[config.mk]
export PLATFORM = sky130hd
export DESIGN_NAME = range_scrub_regfile_flat
export DESIGN_NICKNAME = d
export VERILOG_FILES = /design/src/rtl/range_scrub_pkg.sv /design/src/rtl/range_scrub_regfile_if.sv /design/src/rtl/range_scrub_fsm.sv /design/src/rtl/range_scrub_regfile.sv /design/src/flat_wrapper.sv
export SDC_FILE = /design/constraint.sdc
export NUM_CORES = 1
export LEC_CHECK = 0
export ABC_AREA = 1
export CAP_MARGIN = 20
export CORE_UTILIZATION = 60
export CTS_CLUSTER_SIZE = 12
export DETAILED_ROUTE_END_ITERATION = 8
export DONT_BUFFER_PORTS = 1
export PLACE_DENSITY = 0.76
export SYNTH_ARGS = -nofsm -noshare
export SYNTH_HDL_FRONTEND = slang
export SYNTH_HIERARCHICAL = 1
export SYNTH_SLANG_ARGS = --single-unit
[constraint.sdc]
create_clock -name clk -period 1.3 [get_ports clk]
set_input_delay 0.195 -clock clk [delete_from_list [all_inputs] [get_ports clk]]
set_output_delay 0.195 -clock clk [all_outputs]
set_load 0.02 [all_outputs]
[src/rtl/range_scrub_pkg.sv]
// Shared types and range helpers for range_scrub_regfile and its scrubber FSM.
// Index ranges may run ascending, descending or collapse to a single entry.
package range_scrub_pkg;

    typedef enum logic [1:0] {
        IDLE = 2'd0,
        RD   = 2'd1,
        WB   = 2'd2
    } scrub_state_e;

    function automatic int range_min(input int a, input int b);
        return (a < b) ? a : b;
    endfunction

    function automatic int range_max(input int a, input int b);
        return (a > b) ? a : b;
    endfunction

    function automatic int range_depth(input int a, input int b);
        return range_max(a, b) - range_min(a, b) + 1;
    endfunction

    // 1 when the scrub pointer walks upward from the first index to the last
    function automatic bit range_ascending(input int from_idx, input int to_idx);
        return to_idx >= from_idx;
    endfunction

endpackage

[src/rtl/range_scrub_regfile_if.sv]
// User-side bus of range_scrub_regfile: one write port, one registered read port, scrub status.
// Handshake: strobes are single-cycle; rd_valid/addr_err pulse for one cycle, one clock after the access.
interface range_scrub_regfile_if #(
    parameter int WIDTH = 8,
    parameter int AW    = 4
);
    logic             wr_en;
    logic [AW-1:0]    wr_addr;
    logic [WIDTH-1:0] wr_data;
    logic             rd_en;
    logic [AW-1:0]    rd_addr;
    logic [WIDTH-1:0] rd_data;
    logic             rd_valid;
    logic             addr_err;
    logic             scrub_busy;
    logic [AW-1:0]    scrub_idx;

    modport master (
        output wr_en, wr_addr, wr_data, rd_en, rd_addr,
        input  rd_data, rd_valid, addr_err, scrub_busy, scrub_idx
    );

    modport slave (
        input  wr_en, wr_addr, wr_data, rd_en, rd_addr,
        output rd_data, rd_valid, addr_err, scrub_busy, scrub_idx
    );
endinterface

[src/rtl/range_scrub_fsm.sv]
// Scrubber sequencer: idle counter, IDLE/RD/WB state and the scrub pointer.
// Only instantiated when RANGE_SCRUB_SCRUBBER_EN is defined.
module range_scrub_fsm
    import range_scrub_pkg::*;
#(
    parameter int AW           = 4,
    parameter int IFROM        = 0,
    parameter int ITO          = 7,
    parameter int SCRUB_PERIOD = 16
) (
    input  logic          clk,
    input  logic          rst_n,
    input  logic          user_wr_i,
    input  logic          user_same_i,
    output scrub_state_e  state_o,
    output logic [AW-1:0] idx_o,
    output logic          wb_write_o
);

    localparam bit              ASC       = range_ascending(IFROM, ITO);
    localparam int              CW        = (SCRUB_PERIOD > 1) ? $clog2(SCRUB_PERIOD) : 1;
    localparam logic [CW-1:0]   CNT_LAST  = CW'(SCRUB_PERIOD - 1);
    localparam logic [AW-1:0]   IDX_FIRST = AW'(IFROM);
    localparam logic [AW-1:0]   IDX_LAST  = AW'(ITO);

    (* tmrg_triplicate *) scrub_state_e  state_q;
    (* tmrg_triplicate *) logic [CW-1:0] cnt_q;
    (* tmrg_triplicate *) logic [AW-1:0] idx_q;
    scrub_state_e  state_d;
    logic [CW-1:0] cnt_d;
    logic [AW-1:0] idx_d;
    logic [AW-1:0] idx_next;

    // Wrap from the last index back to the first; a one-entry range stays put.
    assign idx_next = (idx_q == IDX_LAST) ? IDX_FIRST
                    : (ASC ? idx_q + 1'b1 : idx_q - 1'b1);

    always_ff @(posedge clk or negedge rst_n) begin
        if (!rst_n) begin
            state_q <= IDLE;
            cnt_q   <= '0;
            idx_q   <= IDX_FIRST;
        end else begin
            state_q <= state_d;
            cnt_q   <= cnt_d;
            idx_q   <= idx_d;
        end
    end

    always_comb begin
        state_d    = state_q;
        cnt_d      = cnt_q;
        idx_d      = idx_q;
        wb_write_o = 1'b0;
        unique case (state_q)
            IDLE: begin
                if (cnt_q == CNT_LAST) begin
                    state_d = RD;
                    cnt_d   = '0;
                end else begin
                    cnt_d = cnt_q + 1'b1;
                end
            end
            RD: state_d = WB;
            WB: begin
                // A user write elsewhere owns the write port; one to our index supersedes the buffer.
                if (!(user_wr_i && !user_same_i)) begin
                    wb_write_o = !user_same_i;
                    idx_d      = idx_next;
                    state_d    = IDLE;
                end
            end
            default: state_d = IDLE;
        endcase
    end

    assign state_o = state_q;
    assign idx_o   = idx_q;

endmodule

[src/rtl/range_scrub_regfile.sv]
// Register array over an ascending/descending index range with a registered read port.
// Define RANGE_SCRUB_SCRUBBER_EN to add the background read/write-back scrubber.
module range_scrub_regfile
    import range_scrub_pkg::*;
#(
    parameter int WIDTH        = 8,
    parameter int IFROM        = 0,
    parameter int ITO          = 7,
    parameter int AW           = 4,
    parameter int SCRUB_PERIOD = 16
) (
    input logic                  clk,
    input logic                  rst_n,
    range_scrub_regfile_if.slave bus
);

    localparam int LO    = range_min(IFROM, ITO);
    localparam int DEPTH = range_depth(IFROM, ITO);

    (* tmrg_triplicate *) logic [WIDTH-1:0] mem_q [DEPTH];

    // Offsets below LO wrap to huge values, so one unsigned compare covers both bounds.
    logic [31:0] wr_off;
    logic [31:0] rd_off;
    logic        wr_ok;
    logic        rd_ok;
    assign wr_off = 32'(bus.wr_addr) - 32'(LO);
    assign rd_off = 32'(bus.rd_addr) - 32'(LO);
    assign wr_ok  = bus.wr_en && (wr_off < 32'(DEPTH));
    assign rd_ok  = bus.rd_en && (rd_off < 32'(DEPTH));

    logic [WIDTH-1:0] rd_word;
    always_comb begin
        rd_word = '0;
        for (int i = 0; i < DEPTH; i++) begin
            if (rd_off == 32'(i)) rd_word = mem_q[i];
        end
    end

    logic             scrub_wb;
    logic [31:0]      scrub_off;
    logic [WIDTH-1:0] buf_q;

`ifdef RANGE_SCRUB_SCRUBBER_EN
    scrub_state_e     scrub_state;
    logic [AW-1:0]    scrub_idx;
    logic             user_same;
    logic [WIDTH-1:0] scrub_word;
    logic [WIDTH-1:0] buf_d;

    assign user_same = wr_ok && (bus.wr_addr == scrub_idx);

    range_scrub_fsm #(
        .AW          (AW),
        .IFROM       (IFROM),
        .ITO         (ITO),
        .SCRUB_PERIOD(SCRUB_PERIOD)
    ) u_fsm (
        .clk        (clk),
        .rst_n      (rst_n),
        .user_wr_i  (wr_ok),
        .user_same_i(user_same),
        .state_o    (scrub_state),
        .idx_o      (scrub_idx),
        .wb_write_o (scrub_wb)
    );

    assign scrub_off = 32'(scrub_idx) - 32'(LO);

    always_comb begin
        scrub_word = '0;
        for (int i = 0; i < DEPTH; i++) begin
            if (scrub_off == 32'(i)) scrub_word = mem_q[i];
        end
    end

    // A user write landing on the entry being latched is forwarded, so write-back never restores stale data.
    always_comb begin
        buf_d = buf_q;
        if (scrub_state == RD) buf_d = user_same ? bus.wr_data : scrub_word;
    end

    always_ff @(posedge clk or negedge rst_n) begin
        if (!rst_n) buf_q <= '0;
        else        buf_q <= buf_d;
    end

    assign bus.scrub_busy = (scrub_state != IDLE);
    assign bus.scrub_idx  = scrub_idx;
`else
    assign scrub_wb       = 1'b0;
    assign scrub_off      = '0;
    assign buf_q          = '0;
    assign bus.scrub_busy = 1'b0;
    assign bus.scrub_idx  = AW'(IFROM);
`endif

    always_ff @(posedge clk or negedge rst_n) begin
        if (!rst_n) begin
            for (int i = 0; i < DEPTH; i++) mem_q[i] <= '0;
        end else begin
            for (int i = 0; i < DEPTH; i++) begin
                if (wr_ok && (wr_off == 32'(i)))               mem_q[i] <= bus.wr_data;
                else if (scrub_wb && (scrub_off == 32'(i)))    mem_q[i] <= buf_q;
            end
        end
    end

    // User-facing outputs stay single; the triplicated array is voted where it meets them.
    (* tmrg_do_not_triplicate *) logic [WIDTH-1:0] rd_data_q;
    (* tmrg_do_not_triplicate *) logic             rd_valid_q;
    (* tmrg_do_not_triplicate *) logic             addr_err_q;
    logic [WIDTH-1:0] rd_data_d;
    logic             rd_valid_d;
    logic             addr_err_d;

    always_comb begin
        rd_data_d  = rd_data_q;
        rd_valid_d = bus.rd_en;
        addr_err_d = (bus.wr_en && !wr_ok) || (bus.rd_en && !rd_ok);
        if (bus.rd_en) rd_data_d = rd_ok ? rd_word : '0;
    end

    always_ff @(posedge clk or negedge rst_n) begin
        if (!rst_n) begin
            rd_data_q  <= '0;
            rd_valid_q <= 1'b0;
            addr_err_q <= 1'b0;
        end else begin
            rd_data_q  <= rd_data_d;
            rd_valid_q <= rd_valid_d;
            addr_err_q <= addr_err_d;
        end
    end

    assign bus.rd_data  = rd_data_q;
    assign bus.rd_valid = rd_valid_q;
    assign bus.addr_err = addr_err_q;

endmodule

[src/flat_wrapper.sv]
// flat-port wrapper written by rule: the top's interface ports become plain ports
module range_scrub_regfile_flat import range_scrub_pkg::*;
#(
    parameter int WIDTH        = 8,
    parameter int IFROM        = 0,
    parameter int ITO          = 7,
    parameter int AW           = 4,
    parameter int SCRUB_PERIOD = 16
)
  (clk, rst_n, bus_wr_en, bus_wr_addr, bus_wr_data, bus_rd_en, bus_rd_addr, bus_rd_data, bus_rd_valid, bus_addr_err, bus_scrub_busy, bus_scrub_idx);
  range_scrub_regfile_if #(.WIDTH(WIDTH), .AW(AW)) bus_i ();
  input logic clk;
  input logic rst_n;
  input wire logic [$bits(bus_i.wr_en)-1:0] bus_wr_en;
  input wire logic [$bits(bus_i.wr_addr)-1:0] bus_wr_addr;
  input wire logic [$bits(bus_i.wr_data)-1:0] bus_wr_data;
  input wire logic [$bits(bus_i.rd_en)-1:0] bus_rd_en;
  input wire logic [$bits(bus_i.rd_addr)-1:0] bus_rd_addr;
  output wire logic [$bits(bus_i.rd_data)-1:0] bus_rd_data;
  output wire logic [$bits(bus_i.rd_valid)-1:0] bus_rd_valid;
  output wire logic [$bits(bus_i.addr_err)-1:0] bus_addr_err;
  output wire logic [$bits(bus_i.scrub_busy)-1:0] bus_scrub_busy;
  output wire logic [$bits(bus_i.scrub_idx)-1:0] bus_scrub_idx;
  assign bus_i.wr_en = bus_wr_en;
  assign bus_i.wr_addr = bus_wr_addr;
  assign bus_i.wr_data = bus_wr_data;
  assign bus_i.rd_en = bus_rd_en;
  assign bus_i.rd_addr = bus_rd_addr;
  assign bus_rd_data = bus_i.rd_data;
  assign bus_rd_valid = bus_i.rd_valid;
  assign bus_addr_err = bus_i.addr_err;
  assign bus_scrub_busy = bus_i.scrub_busy;
  assign bus_scrub_idx = bus_i.scrub_idx;
  range_scrub_regfile #(.WIDTH(WIDTH), .IFROM(IFROM), .ITO(ITO), .AW(AW), .SCRUB_PERIOD(SCRUB_PERIOD)) u_core (.clk(clk), .rst_n(rst_n), .bus(bus_i));
endmodule
== Word-level counts from Yosys, hierarchy flattened ==
Cells that the tools add are included.

* Magnitude comparators: 2
* Equality and inequality tests: 14
* Mux-type cells: 9
* Reduce and logical (&&, ||, !) cells: 17

{| class="wikitable"
|+ Operators by type and width
! operator !! number
|-
| two-way mux 8 bit || 9
|-
| logical NOT 32 bit || 2
|-
| equality test 4 x 3 -> 1 bit, second input constant || 8
|-
| equality test 4 x 2 -> 1 bit, second input constant || 4
|-
| logical AND 1 bit || 12
|-
| equality test 4 x 1 -> 1 bit, second input constant || 2
|-
| less-than comparator 4 bit, second input constant || 2
|-
| logical NOT 1 bit || 2
|-
| logical OR 1 bit || 1
|}

* Bits in registers: 74
* Input port bits: 20
* Output and inout bits: 15
* Logic and storage cells: 53

== Longest topological paths before layout ==
Gate-level depths: netlist (run 1).

* Depth in word-level cells: 10
* Mapped depth: 11
* Mapped depth without buffers: 10

== Least setup slack after synthesis (run 1) ==
Ideal clock, no wire load.

* Path kind: input port to flip-flop
* Start point: input bus_rd_addr[0]
* End point: register u_core.rd_data_q[1], in the netlist u_core/bus.rd_data[1]
* Library setup time: 0.065 ns
* Arrival: 1.074 ns
* Required time: 1.235 ns
* Path slack: 0.161 ns
* Stages on the path: 10
* Buffers on the path: 1
* Cells stage by stage: buf_6 > nor2_1 > nand3_1 > nand2_1 > inv_1 > nand4_1 > nand2_1 > nand2_1 > nand3_1 > nand2_1

* Cells in the longest elaborated chain, start to end: 10
* Elaborated cells between the ends (all ways): 19
* Those cells by class: order compare (1); eq/ne (7); mux (9); reduce/logical (2)

{| class="wikitable"
|+ Ends and longest elaborated chain
! element !! line !! text
|-
| start, declared || flat_wrapper.sv:18 || <nowiki>input wire logic [$bits(bus_i.rd_addr)-1:0] bus_rd_addr;</nowiki>
|-
| logical NOT 32 bit || range_scrub_regfile.sv:36 || <nowiki>if (rd_off == 32'(i)) rd_word = mem_q[i];</nowiki>
|-
| two-way mux 8 bit (8 in series) || range_scrub_regfile.sv:36 ||
|-
| two-way mux 8 bit (*) || range_scrub_regfile.sv:121 || <nowiki>if (bus.rd_en) rd_data_d = rd_ok ? rd_word : '0;</nowiki>
|-
| end signal, assigned || range_scrub_regfile.sv:130 || <nowiki>rd_data_q <= rd_data_d;</nowiki>
|-
| end, declared || range_scrub_regfile.sv:110 || <nowiki>(* tmrg_do_not_triplicate *) logic [WIDTH-1:0] rd_data_q;</nowiki>
|}

Mark *: on every way between the ends. The rest lies on a longest branch, timed or not.
A chain may end at the register's enable or synchronous reset.

== Worst setup path in the final report (run 1) ==
* Start point: register u_core/mem_q[62] (netlist name)
* End point: register u_core.rd_data_q[6], in the netlist u_core/bus.rd_data[6]

* Cells in the longest elaborated chain, start to end: 9

{| class="wikitable"
|+ Ends and longest elaborated chain
! element !! line !! text
|-
| start, declared || range_scrub_regfile.sv:20 || <nowiki>(* tmrg_triplicate *) logic [WIDTH-1:0] mem_q [DEPTH];</nowiki>
|-
| start signal, assigned by index || range_scrub_regfile.sv:103 || <nowiki>if (wr_ok && (wr_off == 32'(i))) mem_q[i] <= bus.wr_data;</nowiki>
|-
| start signal, assigned by index || range_scrub_regfile.sv:104 || <nowiki>else if (scrub_wb && (scrub_off == 32'(i))) mem_q[i] <= buf_q;</nowiki>
|-
| two-way mux 8 bit (8 in series) || range_scrub_regfile.sv:36 ||
|-
| two-way mux 8 bit || range_scrub_regfile.sv:121 ||
|}

No other way between the ends.

==> metrics, run 1 <==
WL final roughly 7600 um; diode count 0; Worst-path clk slew 0.08 ns; initial antenna violation count 0; CTS tree done; P&R area growth vs syn 11.1%; Gate power share 11.9%; slowest stage delay, CP 0.39 ns; CP required 1.53 ns; Sink Count 74; ranking of synthesized cells by area dfrtp_1, nand2_1, o21ai_0; CP max FO 2; clk root buf clkbuf_8; design area about 0.0037 mm2; Setup TNS 0 ns; TritonCTS Buffers 9; DRT Pass-1 Iters 5; GRT Util Overall 28.5%; nets 428; site row count 26; crit-path most repeated cell nand2_1; Crit Path Class reg2reg; max frequency between 800 and 900 MHz; Setup Skew 0.00531 ns; hold slack final -0.459 ns; Worst-Skew Late Latency 0.34 ns; peak supply drop about 1.0 mV; crit path cell chain nand3_1, nand2_1, nor2_1, nand4_1, nand2_1, nand2_1, nand2_1, nand2_1; crit end category register; Yosys reg bits 74; CP top delay family simple AND/OR/NAND/NOR gates; unrepaired setup endpoints after global routing false; hpwl dp 5270 um; Cell Count, Final, Fillers Out 483; Final Hold Fails 74; Slowest cell on crit path dfrtp_1; Mapped Area 0.00336 mm2; critical path arrival 1.36 ns; sequential share of the synthesized area 55.1%; Post-Place Cell Area 0.00347 mm2; worst min-delay path class in2async; post-synth cell types 23; largest net degree at the start of global routing 75; H-Tree Depth 3; worst-margin pin slew between 0.5 and 0.6 ns; post-synth top area cell dfrtp_1; failing checks hold timing; final core occ 71.3%; PD cells 1530 mW/mm2; total net switching power between 0.0015 and 0.002 W; Vias/cell 5.72; first-pass GRT wire length 12800 um; Post-synth EDFFs 0; grt ovf 0; io pins 35; area fraction of the dominant cell type after synthesis 55.1%; Power, Total 0.00570 W; ys async rst share 100%; fin crit period 1.13 ns; clock tree buffer depth 2; crit path buf inv count 0; P_leak 1.79 nW; Wirelength per Cell 15.8 um; syn avg cell area 8.57 um2; Die Span X 76.8 um; Clk network pwr share between 30% and 40%; outcome finished, violations left; vias in the first global route 2703; Synth top cells by count nand2_1, dfrtp_1, o21ai_0; Core Footprint 0.00524 mm2; final setup fails 0; Fill cells 428; count leader, synth nand2_1; ANT nets after route 0; hold buffer count at CTS 4; Iteration-0 DRC Markers between 200 and 300; critical path startpoint category register; DRC errors left 0; Post-Synthesis Cells 392; share of power burned in registers between 50% and 60%; Starting Density 64.1%; share of layout cells above drive strength 1 11.4%; port bufs 0; post-route clock period utilization between 80% and 90%; chip height roughly 77 um; Slew Viols, Final 0; P_int 0.00416 W; relative slew slack 64.9%; Sw Share 26.9%; vias 2761; top_reg_cell synth dfrtp_1; gpl congestion 0.869; synth warn 6; Max Cap Violations 0; Inst Count DP 463; DIE AREA between 0.005 and 0.006 mm2
[kinds of logic (layout without fill, tap and decap cells)]
| group | after synthesis | in the layout | synth area share (%) |
|---|---|---|---|
| AO/OA/AOI/OAI | 85 | 85 | 12.8 |
| other | 1 | 5 | 0.112 |
| flip-flops | 74 | 74 | 55.1 |
| buffers and inverters | 46 | 63 | 6.29 |
| AND/OR/NAND/NOR | 186 | 186 | 25.7 |
[stage by stage]
stage | hold slack [ns] | setup WS, ns
2_1_floorplan | -0.101 | 0.161
5_1_grt | -0.478 | 0.0767
3_3_place_gp | -0.0986 | 0.119
3_5_place_dp | -0.0982 | 0.125
4_1_cts | -0.471 | 0.201
6_report | -0.459 | 0.167
[area by class of cell]
type | count | area [um2] | area share [%]
tap | 70 | 87.6 | 2.35
clock buffer | 11 | 141 | 3.79
multi-input combinational | 276 | 1310 | 35.1
timing repair buffer | 17 | 150 | 4.02
clock inverter | 5 | 77.6 | 2.08
sequential | 74 | 1850 | 49.6
inverter | 30 | 114 | 3.05
[power groups by stage]
stage	clock, W	sequential [W]	combinational (W)
2_1_floorplan	0	0.00300	0.000544
3_3_place_gp	0	0.00307	0.000626
3_5_place_dp	0	0.00308	0.000664
4_1_cts	0.00198	0.00305	0.000679
5_1_grt	0.00207	0.00310	0.000801
6_report	0.00197	0.00305	0.000681
[placed cells by master, fill, tap and decap left out]
| cell type | n |
|---|---|
| nand2_1 | 98 |
| dfrtp_1 | 74 |
| o21ai_0 | 50 |
| nand3_1 | 34 |
| a21oi_1 | 33 |
| nor2_1 | 28 |
| inv_1 | 26 |
| buf_4 | 12 |
| clkbuf_8 | 10 |
| nand4_1 | 8 |
| nor2_4 | 5 |
| conb_1 | 5 |
| nand2_2 | 4 |
| dlygate4sd3_1 | 4 |
| clkinv_2 | 3 |
| nor3_2 | 3 |
| bufinv_16 | 2 |
| inv_2 | 2 |
| nor2_2 | 2 |
| nor3_4 | 2 |
| o211ai_1 | 2 |
| or2_0 | 2 |
| clkinvlp_4 | 1 |
| clkbuf_1 | 1 |
| clkinv_1 | 1 |
| buf_12 | 1 |
[routing by layer]
metal / wire length (um) / global-route usage (%) / vias to the layer above / share of wire, %
li1: - / - / 1314 / -
met1: 3270 / 37.8 / 1324 / 43
met2: 3720 / 45.3 / 108 / 49
met3: 486 / 5.71 / 15 / 6.4
met4: 171 / 13.1 / 0 / 2.2
met5: 0 / 0 / - / 0
[flip-flops by register name, indices dropped and copies added, names as in the netlist]
| name | count |
|---|---|
| u_core/mem_q | 64 |
| u_core/bus.addr_err | 1 |
| u_core/bus.rd_data | 8 |
| u_core/bus.rd_valid | 1 |
[path summary, 6_finish.rpt]
path	startpoint	end	slack, ns	cells after the start
worst min register to register	u_core/mem_q[24]	u_core/mem_q[24]	0.49	2
worst min-delay path	rst_n	u_core/mem_q[43]	-0.46	0
worst max register to register	u_core/mem_q[62]	u_core/bus.rd_data[6]	0.17	8
max in group asynchronous	rst_n	u_core/mem_q[25]	1.66	0
worst max-delay path	u_core/mem_q[62]	u_core/bus.rd_data[6]	0.17	8
min in group clk	bus_wr_en	u_core/bus.addr_err	0.03	2
[timing repair]
item	in CTS	in global routing
resized for setup	0	0
setup buffers	0	0
endpoints found under the hold margin	78	74
(Power assumes the default switching activity.)
==> inputs of run 2 (changes only) <==
--- a/config.mk
+++ b/config.mk
@@ -12,6 +12,7 @@
 export DETAILED_ROUTE_END_ITERATION = 8
 export DONT_BUFFER_PORTS = 1
 export PLACE_DENSITY = 0.76
+export SKIP_CTS_REPAIR_TIMING = 1
 export SYNTH_ARGS = -nofsm -noshare
 export SYNTH_HDL_FRONTEND = slang
 export SYNTH_HIERARCHICAL = 1
==> run 2 against run 1 <==
  * The run still ends with hold timing left
  * Worst hold slack got worse by 0.00065 ns
  * Register-to-register slack improved by 0.02 ns
  * Core utilization fell by 0.57 points
  * Clock skew barely moved
  * Via count fell by 0.43%
  * Setup slack improved by 0.025 ns
  * Fmax rose by 2.2%
  * Critical path depth did not move
  * First-iteration DRC count rose by 12%
  * Global-route usage fell by 0.24 points
  * Die area did not move
  * Critical path type unchanged
  * Critical endpoint unchanged
  * Largest power group unchanged
  * Highest routed layer unchanged
==> metrics, run 2 (same netlist as run 1, synthesis figures left out) <==
FF-to-FF Start u_core/mem_q[62] (unchanged); io pins 35 (unchanged); diode count 0 (unchanged); worst r2r dst u_core/bus.rd_data[6] (unchanged); CTS tree done (unchanged); CP top delay family simple AND/OR/NAND/NOR gates (unchanged); gpl congestion 0.869 (unchanged); commonest non-fill, non-tap cell in the layout nand2_1 (unchanged); Reg area 0.00185 mm2 (unchanged); worst-margin pin slew 0.537 ns (was 0.525 ns); r2r setup slk 0.19 ns (was 0.17 ns); failing checks hold timing (unchanged); vias 2749 (was 2761); Worst-Skew Late Latency 0.34 ns (about the same); CP max FO 2 (unchanged); Slowest cell on crit path dfrtp_1 (unchanged); H-Tree Depth 3 (unchanged); Sink Count 74 (unchanged); Worst-path clk slew 0.08 ns (about the same); relative slew slack 64.0% (was 64.9%); fin crit period 1.11 ns (was 1.13 ns); site row count 26 (unchanged); DRT Pass-1 Iters 4 (was 5); initial antenna violation count 0 (unchanged); crit path cell chain nand3_1, nand2_1, nor2_1, nand4_1, nand2_1, nand2_1, nand2_1, nand2_1 (unchanged); P&R area growth vs syn 10.2% (was 11.1%); share of layout cells above drive strength 1 11.5% (was 11.4%); Worst Reg-to-Reg Cells 8 (unchanged); DRC errors left 0 (unchanged); outcome finished, violations left (unchanged); chip height 76.8 um (unchanged); first-pass GRT wire length 12700 um (was 12800 um); Die Span X 76.8 um (unchanged); Fill cells 429 (was 428); nets 425 (was 428); Setup TNS 0 ns (unchanged); P_leak 1.78 nW (was 1.79 nW); Crit Path Class reg2reg (unchanged); crit end category register (unchanged); post-route clock period utilization 85.3% (was 87.2%); critical path startpoint category register (unchanged); max FFs per register 64 (unchanged); area of the multi-input gates 0.00131 mm2 (unchanged); most flop-heavy register u_core/mem_q (unchanged); crit path from u_core/mem_q[62] (unchanged); Core Footprint 0.00524 mm2 (unchanged); WL final 7590 um (was 7650 um); Power, Total 0.00570 W (about the same); worst min-delay path class in2async (unchanged); clock tree buffer depth 2 (unchanged); crit-path most repeated cell nand2_1 (unchanged); Slew Viols, Final 0 (unchanged); Final Hold Fails 76 (was 74); crit path buf inv count 0 (unchanged); DIE AREA 0.00590 mm2 (unchanged); CP required 1.52 ns (was 1.53 ns); peak supply drop 1.02 mV (was 1.03 mV); hpwl dp 5270 um (unchanged); port bufs 0 (unchanged); Setup Skew 0.00532 ns (was 0.00531 ns); hold slack final -0.460 ns (was -0.459 ns); clk root buf clkbuf_8 (unchanged); largest net degree at the start of global routing 75 (unchanged); most frequent cells in the layout nand2_1, dfrtp_1, o21ai_0, nand3_1, a21oi_1 (unchanged); final setup fails 0 (unchanged); unrepaired setup endpoints after global routing false (unchanged); ANT nets after route 0 (unchanged); Vias/cell 5.73 (was 5.72); final core occ 70.7% (was 71.3%); Iteration-0 DRC Markers 284 (was 253); Starting Density 64.1% (unchanged); design area 0.00370 mm2 (was 0.00373 mm2); GRT Util Overall 28.2% (was 28.5%); slowest stage delay, CP 0.39 ns (about the same); critical path arrival 1.33 ns (was 1.36 ns); max frequency 902 MHz (was 882 MHz); vias in the first global route 2660 (was 2703); grt ovf 0 (unchanged); Max Cap Violations 0 (unchanged); Worst path depth 8 (unchanged); Wirelength per Cell 15.8 um (about the same); Post-Place Cell Area 0.00347 mm2 (unchanged); PD cells 1540 mW/mm2 (was 1530 mW/mm2); TritonCTS Buffers 9 (unchanged); critical path endpoint u_core/bus.rd_data[6] (unchanged)
-- run 2: changes by cell type in the layout (fill, tap and decap cells not counted), sizes merged --
cell,before,now
dlygate4sd3,4,1
-- run 2: cell type report --
class	count	share of cell area (%)
Clock buffer	11	3.82
Clock inverter	5	2.09
Inverter	30	3.07
Multi-Input combinational cell	276	35.4
Sequential cell	74	50.0
Tap cell	70	2.36
Timing Repair Buffer	14	3.24
-- run 2: how the worst min path moves through the flow --
stage | slack [ns] | start | cells after the start | to
3_5_place_dp | -0.1 | rst_n | 0 | u_core/mem_q[35]
6_report | -0.46 | rst_n | 0 | u_core/mem_q[43]
2_1_floorplan | -0.10 | rst_n | 0 | u_core/bus.addr_err
4_1_cts | -0.47 | rst_n | 0 | u_core/bus.rd_data[7]
3_3_place_gp | -0.1 | rst_n | 0 | u_core/mem_q[51]
5_1_grt | -0.48 | rst_n | 0 | u_core/mem_q[19]
-- run 2: report_power, final --
group          internal, W  leakage [nW]  switching (W)  total, W
registers          0.00276         0.916       0.000296   0.00305
logic             0.000275         0.751       0.000398  0.000673
clock network      0.00113         0.109       0.000844   0.00197
total              0.00416          1.78        0.00154   0.00570
-- run 2: metrics by stage --
stage / hold slack, ns / setup WS [ns] / std cells
final: -0.460 / 0.192 / 480
after global routing: -0.478 / 0.0767 / 480
after CTS: -0.471 / 0.201 / 479
after detailed placement: -0.0982 / 0.125 / 463
after global placement: -0.0986 / 0.119 / 463
after floorplan: -0.101 / 0.161 / 396
-- run 2: metal layers --
metal  share of wire, %  GRT usage (%)
met4                2.5           13.1
met2                 48           44.5
met3                6.1           5.71
met1                 44           37.8
met5                  0              0
==> inputs of run 3 (changes only) <==
--- a/config.mk
+++ b/config.mk
@@ -12,6 +12,7 @@
 export DETAILED_ROUTE_END_ITERATION = 8
 export DONT_BUFFER_PORTS = 1
 export PLACE_DENSITY = 0.76
+export RECOVER_POWER = 25
 export SKIP_CTS_REPAIR_TIMING = 1
 export SYNTH_ARGS = -nofsm -noshare
 export SYNTH_HDL_FRONTEND = slang
==> results of run 3 <==
Final layout, timing and power as in run 2 (identical DEF).
